`src/rtl/alu_result_stage.sv`:
```
// ALU result pipeline stage.
// Captures the ALU output bundle (opcode, result, flags) behind a valid/ready
// handshake using a two-entry main+skid buffer, so in_ready depends only on
// registered state. Also maintains the architectural flag register, a sticky
// overflow bit and a saturating overflow-event counter, all updated in issue
// order (on acceptance, not on delivery).
module alu_result_stage #(
  parameter int BUS_WIDTH     = 32,
  parameter int OVF_CNT_WIDTH = 8
) (
  input  logic                     clk,
  input  logic                     rst_n,
  input  logic                     in_valid,
  output logic                     in_ready,
  input  logic [3:0]               in_opcode,
  input  logic [BUS_WIDTH-1:0]     in_result,
  input  logic [3:0]               in_flags,
  output logic                     out_valid,
  input  logic                     out_ready,
  output logic [3:0]               out_opcode,
  output logic [BUS_WIDTH-1:0]     out_result,
  output logic [3:0]               out_flags,
  output logic [3:0]               flags_q,
  output logic                     ovf_sticky,
  input  logic                     sticky_clr,
  output logic [OVF_CNT_WIDTH-1:0] ovf_count
);

  localparam logic [3:0]               OP_NUL  = 4'b0000;
  localparam logic [OVF_CNT_WIDTH-1:0] CNT_ONE = OVF_CNT_WIDTH'(1);

  // Buffer occupancy and entry contents
  logic                     r_main_v;
  logic                     r_skid_v;
  logic [3:0]               r_main_op;
  logic [BUS_WIDTH-1:0]     r_main_res;
  logic [3:0]               r_main_flg;
  logic [3:0]               r_skid_op;
  logic [BUS_WIDTH-1:0]     r_skid_res;
  logic [3:0]               r_skid_flg;

  // Status registers
  logic [3:0]               r_flags_q;
  logic                     r_ovf_sticky;
  logic [OVF_CNT_WIDTH-1:0] r_ovf_count;

  logic w_in_fire;
  logic w_out_fire;
  logic w_in_ovf;
  logic w_cnt_max;

  // in_ready comes straight from the skid valid register, never from out_ready.
  assign w_in_fire  = in_valid & ~r_skid_v;
  assign w_out_fire = r_main_v & out_ready;
  assign w_in_ovf   = w_in_fire & in_flags[3];
  assign w_cnt_max  = &r_ovf_count;

  assign in_ready   = ~r_skid_v;
  assign out_valid  = r_main_v;
  assign out_opcode = r_main_op;
  assign out_result = r_main_res;
  assign out_flags  = r_main_flg;
  assign flags_q    = r_flags_q;
  assign ovf_sticky = r_ovf_sticky;
  assign ovf_count  = r_ovf_count;

  // Skid-buffer datapath: EMPTY(0,0) / ONE(1,0) / FULL(1,1); data loads only on fire so X inputs never land.
  always_ff @(posedge clk or negedge rst_n) begin
    if (!rst_n) begin
      r_main_v   <= 1'b0;
      r_skid_v   <= 1'b0;
      r_main_op  <= 4'b0000;
      r_main_res <= '0;
      r_main_flg <= 4'b0000;
      r_skid_op  <= 4'b0000;
      r_skid_res <= '0;
      r_skid_flg <= 4'b0000;
    end else begin
      case ({r_main_v, r_skid_v})
        2'b00: begin
          if (w_in_fire) begin
            r_main_v   <= 1'b1;
            r_main_op  <= in_opcode;
            r_main_res <= in_result;
            r_main_flg <= in_flags;
          end
        end
        2'b10: begin
          if (w_in_fire && w_out_fire) begin
            r_main_op  <= in_opcode;
            r_main_res <= in_result;
            r_main_flg <= in_flags;
          end else if (w_in_fire) begin
            r_skid_v   <= 1'b1;
            r_skid_op  <= in_opcode;
            r_skid_res <= in_result;
            r_skid_flg <= in_flags;
          end else if (w_out_fire) begin
            r_main_v   <= 1'b0;
          end
        end
        2'b11: begin
          if (w_out_fire) begin
            r_main_op  <= r_skid_op;
            r_main_res <= r_skid_res;
            r_main_flg <= r_skid_flg;
            r_skid_v   <= 1'b0;
          end
        end
        default: begin
          // Unreachable (0,1): recover to EMPTY rather than emit a stale skid entry.
          r_main_v <= 1'b0;
          r_skid_v <= 1'b0;
        end
      endcase
    end
  end

  // Architectural flags follow every accepted op except NUL.
  always_ff @(posedge clk or negedge rst_n) begin
    if (!rst_n) begin
      r_flags_q <= 4'b0000;
    end else if (w_in_fire && (in_opcode != OP_NUL)) begin
      r_flags_q <= in_flags;
    end
  end

  // Sticky overflow and saturating counter; an overflowing accept beats a same-cycle clear.
  always_ff @(posedge clk or negedge rst_n) begin
    if (!rst_n) begin
      r_ovf_sticky <= 1'b0;
      r_ovf_count  <= '0;
    end else if (w_in_ovf) begin
      r_ovf_sticky <= 1'b1;
      if (sticky_clr) begin
        r_ovf_count <= CNT_ONE;
      end else if (!w_cnt_max) begin
        r_ovf_count <= r_ovf_count + CNT_ONE;
      end
    end else if (sticky_clr) begin
      r_ovf_sticky <= 1'b0;
      r_ovf_count  <= '0;
    end
  end

endmodule

```
`config.mk`:
```
export PLATFORM = sky130hd
export DESIGN_NAME = alu_result_stage
export DESIGN_NICKNAME = d
export VERILOG_FILES = /design/src/rtl/alu_result_stage.sv
export SDC_FILE = /design/constraint.sdc
export NUM_CORES = 1
export LEC_CHECK = 0
export BUFFER_PORTS_ARGS = -buffer_cell sky130_fd_sc_hd__buf_2
export CAP_MARGIN = 20
export CORE_ASPECT_RATIO = 0.8
export CORE_MARGIN = 3
export CORE_UTILIZATION = 50
export DETAILED_ROUTE_END_ITERATION = 10
export MAX_ROUTING_LAYER = met4
export PLACE_DENSITY_LB_ADDON = 0.3
export SKIP_CTS_REPAIR_TIMING = 1
export SLEW_MARGIN = 20
export SYNTH_ARGS = -nofsm -noshare
export SYNTH_HDL_FRONTEND = slang
export SYNTH_SLANG_ARGS = --single-unit
```
`constraint.sdc`:
```
create_clock -name clk -period 4.53 [get_ports clk]
set_clock_uncertainty 0.05 [all_clocks]
set_input_delay 0.6795 -clock clk [delete_from_list [all_inputs] [get_ports clk]]
set_output_delay 0.6795 -clock clk [all_outputs]
set_load 0.02 [all_outputs]
```
==> impl_metrics.env <==
export IMPL_status="finished, final reports clean"
export IMPL_setup_worst_path_start_class="flip-flop"
export IMPL_vias_per_cell=5.57
export IMPL_end_kind="flip-flop"
export IMPL_drt_antenna_violating_nets=0
export IMPL_grt_max_degree=62
export IMPL_cap_violations=0
export IMPL_vias=3045
export IMPL_wl_um=8870
export IMPL_hold_viol_final=0
export IMPL_multi_input_area_mm2=0.00171
export IMPL_grtUsageMet3=0.0442
export IMPL_grtUsageTotal=0.203
export IMPL_final_cells=547
export IMPL_synth_top_cell_by_area="dfrtp_1"
export IMPL_grt_overflow=0
export IMPL_synth_fp_nets=396
export IMPL_grt_pass1_vias=3006
export IMPL_drc=0
export IMPL_place_congestion=0.845
export IMPL_core_area_mm2=0.00806
export IMPL_htreeDepth=3
export IMPL_crit_arrival_ns=2.71
export IMPL_syn_cell_area_mm2=0.00422
export IMPL_cts_buffer_depth=2
export IMPL_synth_edf_count=0
export IMPL_ios=100
export IMPL_avgSynthCellArea_um2=12.2
export IMPL_drt_wirelength_per_cell_um=16.2
export IMPL_gr_usage_met1=0.270
export IMPL_rsz0062_at_grt="false"
export IMPL_num_rows=29
export IMPL_cp_required_ns=4.69
export IMPL_tightestPinTransition_ns=0.779
export IMPL_dieHeight_um=88.2
export IMPL_drtIter0Drc=144
export IMPL_path_max_fanout=41
export IMPL_min_path_type="in -> async"
export IMPL_layout_area_seq_mm2=0.00238
export IMPL_hpwl_um=5830
export IMPL_grt_antenna_before_repair=0
export IMPL_setup_violations_final=0
export IMPL_numCtsBuffers=9
export IMPL_timing_final_crit_share=0.561
export IMPL_yosysUniqueCellTypes=37
export IMPL_ir_drop_mv=0.405
export IMPL_period_needed_ns=2.54
export IMPL_ys_warn_count=0
export IMPL_post_place_cells=533
export IMPL_power_density_mw_per_mm2=702
export IMPL_yosysSeqAreaShare=0.563
export IMPL_grtUsageMet2=0.315
export IMPL_nNetsFinal=487
export IMPL_cts_tree="done"
export IMPL_portBuffers=99
export IMPL_slew_headroom=0.481
export IMPL_max_freq_mhz=394
export IMPL_grt_pass1_wl_um=14600
export IMPL_synth_area_top_cells="dfrtp_1 56%, mux2_2 12%, mux2i_1 10%"
export IMPL_die_area_mm2=0.00959
export IMPL_yosysTopAreaCellShare=0.563
export IMPL_ys_flop_type="dfrtp_1"
export IMPL_firstDrtPassIters=4
export IMPL_diodes=0
export IMPL_grt_busiest_layer="met2"
export IMPL_clock_sinks=95
export IMPL_setup_worst_path_class="reg -> reg"
export IMPL_async_reset_ff_frac=1.00
export IMPL_die_w_um=109
export IMPL_clkTransAtPathRegs_ns=0.08
export IMPL_drv_slew=0
export IMPL_setup_tns_ns=0
export IMPL_area_delta_synth_final_pct=17.1
export IMPL_start_util=0.524
export IMPL_syn_instance_count=346
export IMPL_cts_root_buffer="clkbuf_8"
export IMPL_clock_latency_ns=0.35
export IMPL_fillers=682
export IMPL_power_leakage_nw=2.23
export IMPL_synth_seq_cells=95
export IMPL_drive_above_1_share=0.378
cells by family (layout without fill, tap and decap cells):
family | after synthesis | after routing | synth area share
AO/OA/AOI/OAI | 99 | 99 | 0.126
adder cells (fa/ha/maj) | 5 | 5 | 0.0148
buffers and inverters | 27 | 120 | 0.0326
flip-flops | 95 | 95 | 0.563
multiplexers | 86 | 86 | 0.217
AND/OR/NAND/NOR | 34 | 34 | 0.0465
cell usage in the layout (no fill, tap or decap), types with 5 or more instances in the layout:
| cell | instances |
|---|---|
| dfrtp_1 | 95 |
| o21ai_0 | 43 |
| o21ai_1 | 40 |
| clkbuf_8 | 9 |
| mux2_2 | 44 |
| nor2_1 | 8 |
| mux2i_1 | 42 |
| buf_2 | 98 |
| inv_1 | 5 |
| a21oi_1 | 5 |
registers in the layout (all words and copies together) (netlist names):
register,cells
ovf_count,8
r_skid_v,1
ovf_sticky,1
out_result,32
r_skid_flg,4
r_skid_op,4
out_opcode,4
flags_q,4
out_flags,4
out_valid,1
r_skid_res,32
Yosys cell counts (4+ instances only):
cell type / number
buf_6: 4
nand2_1: 4
nand3_1: 5
nor3_1: 4
buf_2: 5
mux2i_1: 42
clkbuf_1: 12
mux2_2: 44
o21ai_0: 43
nor2_1: 8
dfrtp_1: 95
a21oi_1: 5
inv_1: 5
o21ai_1: 40
ha_1: 5
layout make-up:
type | instances | share of cell area
clock buffers | 11 | 0.0266
clock inverters | 2 | 0.00709
inverters | 5 | 0.00380
multi-input cells | 224 | 0.347
flip-flops and latches | 95 | 0.481
well taps | 108 | 0.0273
repair buffers | 102 | 0.108
metrics by stage:
stage          power, mW  utilization  setup WS, ns  cell area (µm²)  hold WS (ns)
2_1_floorplan       2.58            -          2.57             4220         0.334
3_3_place_gp        2.94        0.591          1.77             4760         0.437
3_5_place_dp        3.00        0.591          1.66             4760         0.444
4_1_cts             3.52        0.611          1.64             4920         0.364
5_1_grt             3.74        0.614          1.84             4940         0.403
6_report            3.47        0.614          1.99             4940         0.346
power by group:
group / leakage (nW) / internal [mW] / switching, mW
Combinational: 0.972 / 0.596 / 0.929
Sequential: 1.17 / 1.24 / 0.195
Clock: 0.0851 / 0.246 / 0.266
Total: 2.23 / 2.08 / 1.39
per-layer routing:
| layer | share of wire | vias up |
|---|---|---|
| met3 | 0.055 | 10 |
| met1 | 0.47 | 1522 |
| met5 | 0 | - |
| met4 | 0.0088 | 0 |
| li1 | - | 1428 |
| met2 | 0.47 | 85 |
path summary, 6_finish.rpt:
path | depth (start not counted) | startpoint | end | slack, ns
setup / recovery | 6 | out_valid | out_result[14] | 1.99
hold / removal | 1 | rst_n | out_result[28] | 0.35
setup reg to reg | 6 | out_valid | out_result[14] | 1.99
hold reg to reg | 1 | r_skid_res[2] | r_skid_res[2] | 0.46
max in group asynchronous | 2 | rst_n | r_skid_flg[3] | 3.12
min in group clk | 1 | r_skid_res[2] | r_skid_res[2] | 0.46
critical path: stages (launching register included):
cell,delay [ns]
dfrtp_1,0.52
inv_1,0.08
ha_1,0.27
or2_2,0.09
o31a_2,0.65
or2_4,0.58
o21ai_1,0.15
No activity file was read; power rests on OpenSTA's default activity.
